`config.mk`:
```
export PLATFORM = sky130hd
export DESIGN_NAME = iob_split_pipe
export DESIGN_NICKNAME = d
export VERILOG_FILES = /design/src/rtl/iob_split_pipe_pkg.sv /design/src/rtl/iob_sat_counter.sv /design/src/rtl/iob_split_pipe.sv
export SDC_FILE = /design/constraint.sdc
export NUM_CORES = 1
export LEC_CHECK = 0
export CORE_MARGIN = 8
export CORE_UTILIZATION = 38
export DETAILED_ROUTE_END_ITERATION = 8
export PLACE_DENSITY = 0.83
export SETUP_SLACK_MARGIN = 0.15
export SKIP_LAST_GASP = 1
export SYNTH_ARGS = -nofsm -noshare
export SYNTH_HDL_FRONTEND = slang
export SYNTH_HIERARCHICAL = 1
export SYNTH_SLANG_ARGS = --single-unit
```
`constraint.sdc`:
```
create_clock -name clk -period 2.5 [get_ports clk]
set_input_delay 0.375 -clock clk [delete_from_list [all_inputs] [get_ports clk]]
set_output_delay 0.375 -clock clk [all_outputs]
set_load 0.1 [all_outputs]
```
`src/rtl/iob_split_pipe_pkg.sv`:
```
// Shared types and helpers for the registered iob splitter.
package iob_split_pipe_pkg;

  typedef enum logic [1:0] {
    ST_IDLE = 2'd0,
    ST_BUSY = 2'd1,
    ST_ERR  = 2'd2
  } state_e;

  localparam logic [31:0] ERR_DATA_DEF = 32'hDEADBEEF;

  // Selector width for n slaves, never narrower than one bit.
  function automatic int unsigned sel_width(input int unsigned n);
    return (n <= 2) ? 1 : $clog2(n);
  endfunction

endpackage

```
`src/rtl/iob_sat_counter.sv`:
```
// Up-counter that sticks at all-ones instead of wrapping.
module iob_sat_counter #(
  parameter int unsigned W = 16
) (
  input  logic         clk,
  input  logic         rst,
  input  logic         inc,
  output logic [W-1:0] count
);

  always_ff @(posedge clk) begin
    if (rst) begin
      count <= '0;
    end else if (inc && (count != {W{1'b1}})) begin
      count <= count + W'(1);
    end
  end

endmodule

```
`src/rtl/iob_split_pipe.sv`:
```
// Registered one-master to N-slave iob splitter with unmapped-address
// errors, per-transaction timeout and a saturating error counter.
module iob_split_pipe
  import iob_split_pipe_pkg::*;
#(
  parameter int unsigned          N_SLAVES = 2,
  parameter int unsigned          P_SLAVES = 31,
  parameter int unsigned          SEL_W    = sel_width(N_SLAVES),
  parameter int unsigned          ADDR_W   = 32,
  parameter int unsigned          DATA_W   = 32,
  parameter int unsigned          TIMEOUT  = 256,
  parameter logic [DATA_W-1:0]    ERR_DATA = DATA_W'(ERR_DATA_DEF),
  parameter int unsigned          CNT_W    = 16
) (
  input  logic                         clk,
  input  logic                         rst,
  input  logic                         m_valid,
  input  logic [ADDR_W-1:0]            m_addr,
  input  logic [DATA_W-1:0]            m_wdata,
  input  logic [DATA_W/8-1:0]          m_wstrb,
  output logic [DATA_W-1:0]            m_rdata,
  output logic                         m_ready,
  output logic                         m_err,
  output logic [N_SLAVES-1:0]          s_valid,
  output logic [ADDR_W-1:0]            s_addr,
  output logic [DATA_W-1:0]            s_wdata,
  output logic [DATA_W/8-1:0]          s_wstrb,
  input  logic [N_SLAVES*DATA_W-1:0]   s_rdata,
  input  logic [N_SLAVES-1:0]          s_ready,
  output logic [CNT_W-1:0]             err_count
);

  localparam int unsigned TMR_W   = (TIMEOUT > 1) ? $clog2(TIMEOUT) : 1;
  localparam int unsigned TMR_MAX = (TIMEOUT > 0) ? TIMEOUT - 1 : 0;

  state_e             state, state_nxt;
  logic [SEL_W-1:0]   sel, sel_q;
  logic               sel_ok;
  logic [TMR_W-1:0]   tmr;
  logic               tmo;
  logic               sel_ready;
  logic [DATA_W-1:0]  sel_rdata;

  assign sel    = m_addr[P_SLAVES -: SEL_W];
  assign sel_ok = 32'(sel) < N_SLAVES;
  assign tmo    = (TIMEOUT != 0) && (tmr == TMR_W'(TMR_MAX));

  // Response mux for the latched slave; out-of-range selects read as idle.
  always_comb begin
    sel_ready = 1'b0;
    sel_rdata = '0;
    for (int i = 0; i < int'(N_SLAVES); i++) begin
      if (sel_q == SEL_W'(i)) begin
        sel_ready = s_ready[i];
        sel_rdata = s_rdata[i*DATA_W +: DATA_W];
      end
    end
  end

  always_ff @(posedge clk) begin
    if (rst) state <= ST_IDLE;
    else     state <= state_nxt;
  end

  always_comb begin
    state_nxt = state;
    case (state)
      ST_IDLE: if (m_valid) state_nxt = sel_ok ? ST_BUSY : ST_ERR;
      ST_BUSY: if (sel_ready || tmo) state_nxt = ST_IDLE;
      ST_ERR:  state_nxt = ST_IDLE;
      default: state_nxt = ST_IDLE;
    endcase
  end

  // Slave response wins over a timeout landing in the same cycle.
  always_comb begin
    m_ready = 1'b0;
    m_err   = 1'b0;
    m_rdata = '0;
    case (state)
      ST_BUSY: begin
        if (sel_ready) begin
          m_ready = 1'b1;
          m_rdata = sel_rdata;
        end else if (tmo) begin
          m_ready = 1'b1;
          m_err   = 1'b1;
          m_rdata = ERR_DATA;
        end
      end
      ST_ERR: begin
        m_ready = 1'b1;
        m_err   = 1'b1;
        m_rdata = ERR_DATA;
      end
      default: ;
    endcase
  end

  always_ff @(posedge clk) begin
    if (rst) begin
      s_valid <= '0;
      s_addr  <= '0;
      s_wdata <= '0;
      s_wstrb <= '0;
      sel_q   <= '0;
      tmr     <= '0;
    end else if (state == ST_IDLE) begin
      if (m_valid && sel_ok) begin
        s_valid <= N_SLAVES'(1) << sel;
        s_addr  <= m_addr;
        s_wdata <= m_wdata;
        s_wstrb <= m_wstrb;
        sel_q   <= sel;
      end
      tmr <= '0;
    end else if (state == ST_BUSY) begin
      if (state_nxt == ST_IDLE) begin
        s_valid <= '0;
        tmr     <= '0;
      end else begin
        tmr <= tmr + TMR_W'(1);
      end
    end
  end

  iob_sat_counter #(.W(CNT_W)) u_err_cnt (
    .clk   (clk),
    .rst   (rst),
    .inc   (m_err),
    .count (err_count)
  );

endmodule

```
; After elaboration in Yosys (flattened, before gate mapping)
; Index checks and enable logic that the tools add are counted.
[word_totals]
ff_bits = 97
latch_bits = 0
mem_bits_rw = 0
romBits = 0
output_inout_bits = 120
elab_cells = 43
memories = 0
[op_classes]
add_sub_neg = 2
multipliers = 0
div_mod_pow = 0
n_lt_le_gt_ge = 0
n_eq_ne = 5
shifts = 1
muxes = 18
n_bitwise = 0
n_reduce_logical = 9
[ops]
columns = cell, n
row1 = 2-to-1 mux 32 bit, 3
row2 = case mux 32 bit (2 select lines), 1
row3 = "adder 16 x 1 -> 16 bit, second input constant", 1
row4 = "!= test 16 bit, second input constant", 1
row5 = 2-to-1 mux 2 bit, 6
row6 = "adder 8 x 1 -> 8 bit, second input constant", 1
row7 = "== test 8 bit, second input constant", 1
row8 = 2-to-1 mux 8 bit, 1
row9 = zero test 2 bit, 2
row10 = 2-to-1 mux 1 bit, 4
row11 = case mux 1 bit (2 select lines), 2
row12 = case mux 2 bit (2 select lines), 1
row13 = nonzero test 2 bit, 2
row14 = AND reduction 3 bit, 1
row15 = "== test 2 x 1 -> 1 bit, second input constant", 1
row16 = "== test 2 bit, second input constant", 1
row17 = "!= test 2 bit, second input constant", 1
row18 = AND reduction 2 bit, 1
row19 = OR reduction 2 bit, 1
row20 = "left shift 1 x 1 -> 2 bit, first input constant", 1
row21 = logical AND 1 bit, 1
row22 = logical OR 1 bit, 1

; Depth between registers and ports, before layout
; Gate-level depths: netlist of the first run.
[logic_depth]
word_depth = 8
depth_mapped = 12
depth_no_buf = 10

; By module
; Netlist of the first run, hierarchy kept.
[modules_own_cells]
columns = module, n_inst, cells_each, area_each_um2, seq_area_each_um2
row1 = iob_split_pipe, 1, 451, 3534.6, 1601.5
row2 = iob_sat_counter, 1, 99, 848.3, 320.3

; Worst setup path after synthesis of the first run
; No wires, ideal clock.
[synth_timing]
path_kind = register -> output
start = register tmr[0]
end = output m_rdata[15]
arrival_ps = 2523
required_time_ps = 2125
path_slack_ps = -398
stages_incl_launch_ff = 7
path_cell_list = dfxtp_1 -> ha_1 -> nand3_1 -> o21ai_1 -> a21o_1 -> nand2_1 -> a21oi_1
[synth_via]
elab_chain_cells = 4
[synth_lines]
columns = element, line
row1 = "start, declared", iob_split_pipe.sv:39  ; logic [TMR_W-1:0] tmr;
row2 = "start signal, assigned", iob_split_pipe.sv:122  ; tmr <= tmr + TMR_W'(1);
row3 = == test 8 bit, iob_split_pipe.sv:46  ; assign tmo = (TIMEOUT != 0) && (tmr == TMR_W'(TMR_MAX));
row4 = 2-to-1 mux 32 bit, iob_split_pipe.sv:85  ; end else if (tmo) begin
row5 = 2-to-1 mux 32 bit, iob_split_pipe.sv:82  ; if (sel_ready) begin
row6 = case mux 32 bit (2 select lines), iob_split_pipe.sv:80  ; case (state)
row7 = "end, declared", iob_split_pipe.sv:21  ; output logic [DATA_W-1:0] m_rdata,
; No other way between the ends.

; Final worst setup path of the first run
[layout_timing]
start = register state[0]
end = output m_rdata[25]
[layout_via]
elab_chain_cells = 2
elab_cells_between_ends = 3
classes_between = 2 x eq/ne / 1 x mux
[layout_lines]
columns = element, line
row1 = "start, declared", iob_split_pipe.sv:36  ; state_e state, state_nxt;
row2 = "start signal, assigned", iob_split_pipe.sv:62  ; else state <= state_nxt;
row3 = == test 2 bit / == test 2 x 1 -> 1 bit (equally long branches), iob_split_pipe.sv:80
row4 = case mux 32 bit (2 select lines) *, iob_split_pipe.sv:80
; Mark *: on every way between the ends. The rest lies on a longest branch, timed or not.

==> results.txt, run 1 <==
The summed instance area of the synthesized netlist came out at 0.00438 mm2. The yosys synthesis warning count is 6. The worst setup path is captured at an output pin. The count of buffers added on input and output ports is 256. The highest net fanout along the worst path is 7. The via count came out at 4931. For this design, the CTS-stage hold fixing added 0 buffers. For the worst setup path, the data arrival time is 1.96 ns. The first global-routing pass estimated around 25 mm of wire. The synthesized area per cell came out at 7.97 um2. The final RePlAce weighted congestion is between 0.8 and 0.9.

The residual antenna-violating net count after detailed routing came out at 0. The post-detailed-route DRC marker count is 0. The clock drives between 90 and 100 sinks.

Pin placement for this block handled roughly 260 I/O pins. Of the post-synthesis cell area, the part taken by muxes is 0.0831. Summed over all nets, the half-perimeter wirelength after detailed placement is about 13 mm. The average vias per placed instance came out at 5.14. The fraction of final layout cells with drive strength greater than 1 is 0.277. The initial antenna violation count was 0. The final hold violation count is 0.

The number of nets handed over by synthesis was 692. The number of global-route vias before repair came out at 4939. The total iterations of the first detailed-routing run came out at 4. The required time reported for the critical path endpoint came out at 2.12 ns. In this run, synthesis produced a sequential element count of 96. The total detailed-routing wirelength is 17.5 mm. In this run the static leakage power is 3.24 nW.

The die is 123 um wide. The design draws 4.43 mW. The clock slew seen by the registers of the worst setup and hold paths came out at roughly 0.06 ns. The count of unique library cells instantiated by Yosys came out at a little under 50.

Max-cap violations in this run came to 0. The class of the worst hold path is reg -> reg. The worst-case vdd ir drop came out at 0.532 mV. The number of max-slew violations in the final report came out at 0.

The power per cell area came out at approximately 540 mW/mm2. The buffering stage count on the worst path with inverters included came out at 4. The library cell used most frequently in the layout, excluding fill and tap cells, is sky130_fd_sc_hd__nand2_1.

Of the total synthesized cell area, the portion taken by full adders, half adders and majority gates is 0.0143. Across every metal layer, demand over resource in global routing totals 0.206. The portion of the post-synthesis area used by sequential elements is 0.438. The number of placement rows is 39.

The clock insertion delay at the later pin of the skew report is 0.33 ns. The number of H-tree branching levels is 3. The element type at the critical path start is a register. In this design, the stage delay of the slowest critical-path cell is 0.38 ns. The share of the synthesized netlist area taken by xor and xnor gates came out at 0.0140. In the final design database the tool counted 954 nets. After detailed routing, the average wire length per cell comes to 18.2 um. The final-report setup violation count came out at 0. The fraction of the mapped netlist area in simple logic gates is 0.237. The relative area change from synthesis to final layout came out at 85.9%. In this run the deepest clock path goes through 2 buffers. Among cell families on the critical path, the largest total delay comes from buffers and inverters.

The total inserted antenna cells is 0. The starting density of the core came out at 0.387. The overall die area came out at 0.0152 mm2. The overflow left after global routing came out at 0.

The setup skew after layout came out at 0.0105 ns. Traced cell by cell, the critical path runs through inv_1 -> ha_4 -> nand3b_1 -> buf_4 -> clkbuf_16 -> o21ai_2 -> buf_12. From bottom edge to top edge, the die measures 123 um. The total area inside the core boundary comes to 0.0113 mm2.

Synthesis handed over a netlist of 550 instances. The run finished with clean final reports. By area, the combinational part of the netlist is dominated by simple AND/OR/NAND/NOR gates.

The worst setup path is of the reg -> out kind. The final period utilization is 0.935. The synthesized-area fraction occupied by ao, oa, aoi and oai cells came to 0.166. The slowest stage of the critical path belongs to the cell sky130_fd_sc_hd__dfxtp_4.

The actual slew at the worst max-slew pin came out at 0.860 ns. The CTS buffer count is 9. The total negative slack is 0 ns. The library cells used most frequently in the layout, excluding fill and tap cells, are 145 x sky130_fd_sc_hd__nand2_1, 133 x sky130_fd_sc_hd__clkdlybuf4s50_1, 106 x sky130_fd_sc_hd__buf_4. TritonCTS built the clock tree. The maximum operating frequency came out at between 400 and 500 MHz. The tree is rooted in a sky130_fd_sc_hd__clkbuf_16. The remaining max-slew budget at the tightest pin is 0.426.

The final period demand of the worst path is around 2.3 ns. The pin count of the biggest net entering global routing came out at 69. The initial detailed-routing violation count is 173.

Setup repair after global routing could not meet its margin everywhere.
-- where the power goes --
| group | leakage, nW | internal, mW | switching [mW] |
|---|---|---|---|
| sequential | 0.789 | 1.60 | 0.0412 |
| clock | 0.165 | 0.929 | 0.560 |
| combinational | 2.28 | 0.431 | 0.870 |
| total | 3.24 | 2.96 | 1.47 |
-- cells in the mapped netlist, drive strengths merged --
cell | number | area (um2)
o41ai | 1 | 8.76
nand3 | 7 | 35.0
nor4bb | 1 | 10.0
o21ai | 31 | 170
nand2 | 149 | 562
mux2 | 1 | 11.3
ha | 5 | 62.6
a311oi | 1 | 15.0
xor2 | 3 | 26.3
or3 | 3 | 18.8
inv | 8 | 30.0
o21a | 1 | 7.51
nor2b | 3 | 18.8
mux2i | 34 | 353
o31ai | 7 | 52.6
nand4 | 8 | 65.1
a21oi | 83 | 415
clkinv | 1 | 3.75
nand3b | 6 | 45.0
a31oi | 1 | 6.26
o311ai | 1 | 8.76
nor4 | 3 | 33.8
and3 | 2 | 12.5
a21o | 1 | 7.51
or4 | 7 | 52.6
nand4b | 1 | 8.76
dfxtp | 96 | 1920
a21boi | 1 | 7.51
and4 | 3 | 26.3
and2 | 1 | 6.26
nor2 | 26 | 97.6
xnor2 | 4 | 35.0
clkbuf | 19 | 71.3
nor3 | 8 | 40.0
a211oi | 1 | 7.51
nand2b | 1 | 6.26
o211ai | 1 | 21.3
buf | 20 | 101
-- what timing repair did --
action | in CTS | in global routing
cloned | 1 | 4
pin swaps | 0 | 2
endpoints found under the setup margin | 26 | 36
gates resized for setup | 10 | 32
buffers inserted | 1 | 4
-- path summary, 6_finish.rpt --
kind / end / slack (ns) / from / cells after the start
worst max-delay path: m_rdata[25] / 0.16 / state[0] / 7
worst min register to register: s_wdata[27] / 0.46 / s_wdata[27] / 2
worst min-delay path: s_wdata[27] / 0.46 / s_wdata[27] / 2
worst max register to register: u_err_cnt/count[3] / 0.28 / s_addr[31] / 12
-- tightest hold or removal path, cell delays in order, from the launching register on --
cell and delay, ns:
sky130_fd_sc_hd__dfxtp_1 0.31, sky130_fd_sc_hd__nand2_1 0.05, sky130_fd_sc_hd__a21oi_1 0.05
-- per-stage QoR --
stage | cell area, um2 | worst slack [ns] | utilization | hold slack [ns] | cells
after floorplan | 4500 | -0.398 | - | 0.470 | 550
after global placement | 7460 | -0.00637 | 0.659 | 0.442 | 934
after detailed placement | 7460 | -0.0722 | 0.659 | 0.449 | 934
after CTS | 7870 | 0.115 | 0.695 | 0.458 | 952
after global routing | 8150 | 0.0985 | 0.720 | 0.477 | 960
final | 8150 | 0.162 | 0.720 | 0.457 | 960
-- sequential cells by signal (all words and copies together) (netlist names) --
name	count
state	2
u_err_cnt/count	16
s_wdata	32
tmr	8
s_wstrb	4
s_valid	2
s_addr	32
-- layout make-up --
cell class,instances,area (um2)
inverters,9,48.8
clock inverters,5,78.8
fillers,844,3170
well taps,143,179
clock buffers,11,253
flip-flops and latches,96,1940
multi-input cells,406,2530
repair buffers,290,3120
-- logic make-up (layout without fill, tap and decap cells) --
group / count (synthesis) / count (layout)
buffers and inverters: 48 / 315
flip-flops: 96 / 96
adder cells (fa/ha/maj): 5 / 5
multiplexers: 35 / 35
XOR/XNOR: 7 / 7
AND/OR/NAND/NOR: 229 / 229
AO/OA/AOI/OAI: 130 / 130
-- per-layer routing --
metal	vias to the layer above	track usage	share of wire
met5	-	0	0
met4	0	0.0692	0.014
met3	16	0.0717	0.089
met2	187	0.377	0.52
met1	2322	0.215	0.38
li1	2406	-	-
Power figures use the tool's default switching activity.
==> run 2, diff against run 1 <==
Settings changed: SKIP_CTS_REPAIR_TIMING from default to 1.
Clock period 2.5 ns to 2.4 ns, I/O delays scaled along.
==> results.txt, run 2 (synthesis results as in run 1) <==
The number of global-route vias before repair is 4943 (was 4939). The required time reported for the critical path endpoint came out at 2.04 ns (was 2.12 ns). The endpoint of the worst register-to-register path is u_err_cnt/count[12] (was u_err_cnt/count[3]). The final period utilization is 0.971. The final RePlAce weighted congestion came out at 0.833 (was 0.873). The die width is 123 um (unchanged). The clock insertion delay at the later pin of the skew report is 0.33 ns (about the same). The residual antenna-violating net count after detailed routing came out at 0 (unchanged). The number of port buffers is 256 (unchanged). Run status: finished, final reports clean (unchanged).

The hold path startpoint is rst (was s_wdata[27]). Based on the critical path, the design can be clocked at up to 429 MHz. The vertical die dimension came out at 123 um (unchanged). The remaining max-slew budget at the tightest pin is 0.429 (was 0.426).

The overflow left after global routing came out at 0 (unchanged). The number of sinks on the clock net came out at 96 (unchanged). The post-layout total power came out at 4.52 mW (was 4.43 mW). The relative area change from synthesis to final layout was 87.0% (was 85.9%). The clock slew seen by the registers of the worst setup and hold paths is 0.06 ns (about the same).

The slack of the worst reg-to-reg path is 0.17 ns (was 0.28 ns). The number of H-tree branching levels came out at 3 (unchanged). Highest-count cells in the layout ignoring fill and taps: 144 x sky130_fd_sc_hd__nand2_1, 133 x sky130_fd_sc_hd__clkdlybuf4s50_1, 104 x sky130_fd_sc_hd__buf_4 (was 145 x sky130_fd_sc_hd__nand2_1, 133 x sky130_fd_sc_hd__clkdlybuf4s50_1, 106 x sky130_fd_sc_hd__buf_4). The launch point of the worst reg-to-reg path is s_addr[31] (unchanged). The setup skew after layout came to 0.00462 ns (was 0.0105 ns).

The initial detailed-routing violation count came out at 263 (was 173). The total inserted antenna cells came out at 0 (unchanged). The worst-case vdd ir drop is 0.518 mV (was 0.532 mV). The overall die area is 0.0152 mm2 (unchanged). RSZ-0062 raised after global routing: true (unchanged). The number of top-level pins is 257 (unchanged). The number of maximum-capacitance violations is 0 (unchanged).

The number of max-slew violations in the final report is 0 (unchanged). The initial antenna violation count is 0 (unchanged). The final period demand of the worst path came out at 2.33 ns. The actual slew at the worst max-slew pin is 0.849 ns (was 0.860 ns).

The final hold violation count is 0 (unchanged). The pin count of the biggest net entering global routing is 73 (was 69). The class of the worst hold path is in -> reg (was reg -> reg).

The total negative slack came out at 0 ns (unchanged). The clock root buffer is sky130_fd_sc_hd__clkbuf_16 (unchanged). The critical path class is reg -> out (unchanged).

The final-report setup violation count came to 0 (unchanged). The total iterations of the first detailed-routing run came out at 7 (was 4). The starting density of the core is 0.387 (unchanged). The most frequent standard cell in the layout excluding fill and tap cells is sky130_fd_sc_hd__nand2_1 (unchanged). The power per cell area was 552 mW/mm2 (was 544 mW/mm2).

The post-detailed-route DRC marker count came out at 0 (unchanged). The maximum root-to-sink buffer count is 2 (unchanged). The total detailed-routing wirelength was 17.2 mm (was 17.5 mm). The routed length per instance is 17.9 um (was 18.2 um). The first-pass GRT wire length came out at 24.6 mm (was 25.0 mm).

The average vias per placed instance came out at 5.15 (was 5.14). The terminating pin of the worst hold path is u_err_cnt/count[10] (was s_wdata[27]). Largest registers: s_addr (32), s_wdata (32), u_err_cnt/count (16) (unchanged).

The area of the core came to 0.0113 mm2 (unchanged). The global-route usage over all layers is 0.203 (was 0.206). The leakage power is 3.20 nW (was 3.24 nW).

The number of placement rows was 39 (unchanged). The depth of the most critical reg-to-reg path came out at 13 (was 12). The CTS tree is done (unchanged). The fraction of final layout cells with drive strength greater than 1 is 0.306 (was 0.277).

The CTS buffer count came out at 9 (unchanged). The HPWL after detailed placement was 13.1 mm (about the same). The via count came out at 4936 (was 4931). The highest net fanout along the worst path is 8 (was 7). The final-stage net count is 952 (was 954). The element type at the critical path start is a register (unchanged). The number of cells traversed by the worst hold path is 2 (unchanged). The worst path arrival time is 1.97 ns (was 1.96 ns). The critical path capture point type was an output pin (unchanged).
==> run 2: worst max-delay path by stage <==
stage,startpoint,endpoint
final,s_addr[31],m_rdata[0]
after global routing,s_addr[31],m_rdata[0]
after CTS,tmr[0],m_rdata[5]
after detailed placement,s_ready[1],m_rdata[5]
after global placement,s_ready[1],m_rdata[5]
after floorplan,state[0],m_rdata[11]
==> run 2: critical path, cell delays in order, from the launching register on <==
cell                        delay [ns]
sky130_fd_sc_hd__dfxtp_4          0.36
sky130_fd_sc_hd__mux2i_4          0.19
sky130_fd_sc_hd__buf_4            0.16
sky130_fd_sc_hd__nand3b_1         0.16
sky130_fd_sc_hd__buf_6            0.15
sky130_fd_sc_hd__clkbuf_16        0.17
sky130_fd_sc_hd__o21ai_2          0.24
sky130_fd_sc_hd__buf_12           0.21
==> run 2: layout make-up <==
type | instances | area, um2
fillers | 813 | 3130
multi-input cells | 406 | 2640
flip-flops and latches | 96 | 1950
well taps | 143 | 179
repair buffers | 288 | 3070
clock buffers | 11 | 253
clock inverters | 5 | 55.1
inverters | 9 | 48.8
==> run 2: per-stage QoR <==
step	hold slack (ns)	util	instance area, um2	worst slack (ns)	std cells
6_report	0.403	0.724	8200	0.0694	958
5_1_grt	0.432	0.724	8200	0.0173	958
4_1_cts	0.386	0.692	7840	-0.256	947
3_5_place_dp	0.447	0.665	7530	-0.156	931
3_3_place_gp	0.441	0.665	7530	-0.136	931
2_1_floorplan	0.470	-	4610	-0.341	550
==> run 2: power by group <==
part	switching, mW	total [mW]	leakage, nW	internal [mW]
clock	0.586	1.45	0.148	0.860
combinational	0.917	1.37	2.26	0.451
sequential	0.0425	1.71	0.793	1.67
total	1.55	4.52	3.20	2.98
==> run 2: per-layer routing <==
layer | vias to the layer above | wire, um | track usage
li1 | 2400 | - | -
met5 | - | 0 | 0
met4 | 0 | 274 | 0.0572
met2 | 216 | 8910 | 0.374
met1 | 2301 | 6100 | 0.206
met3 | 19 | 1870 | 0.0840
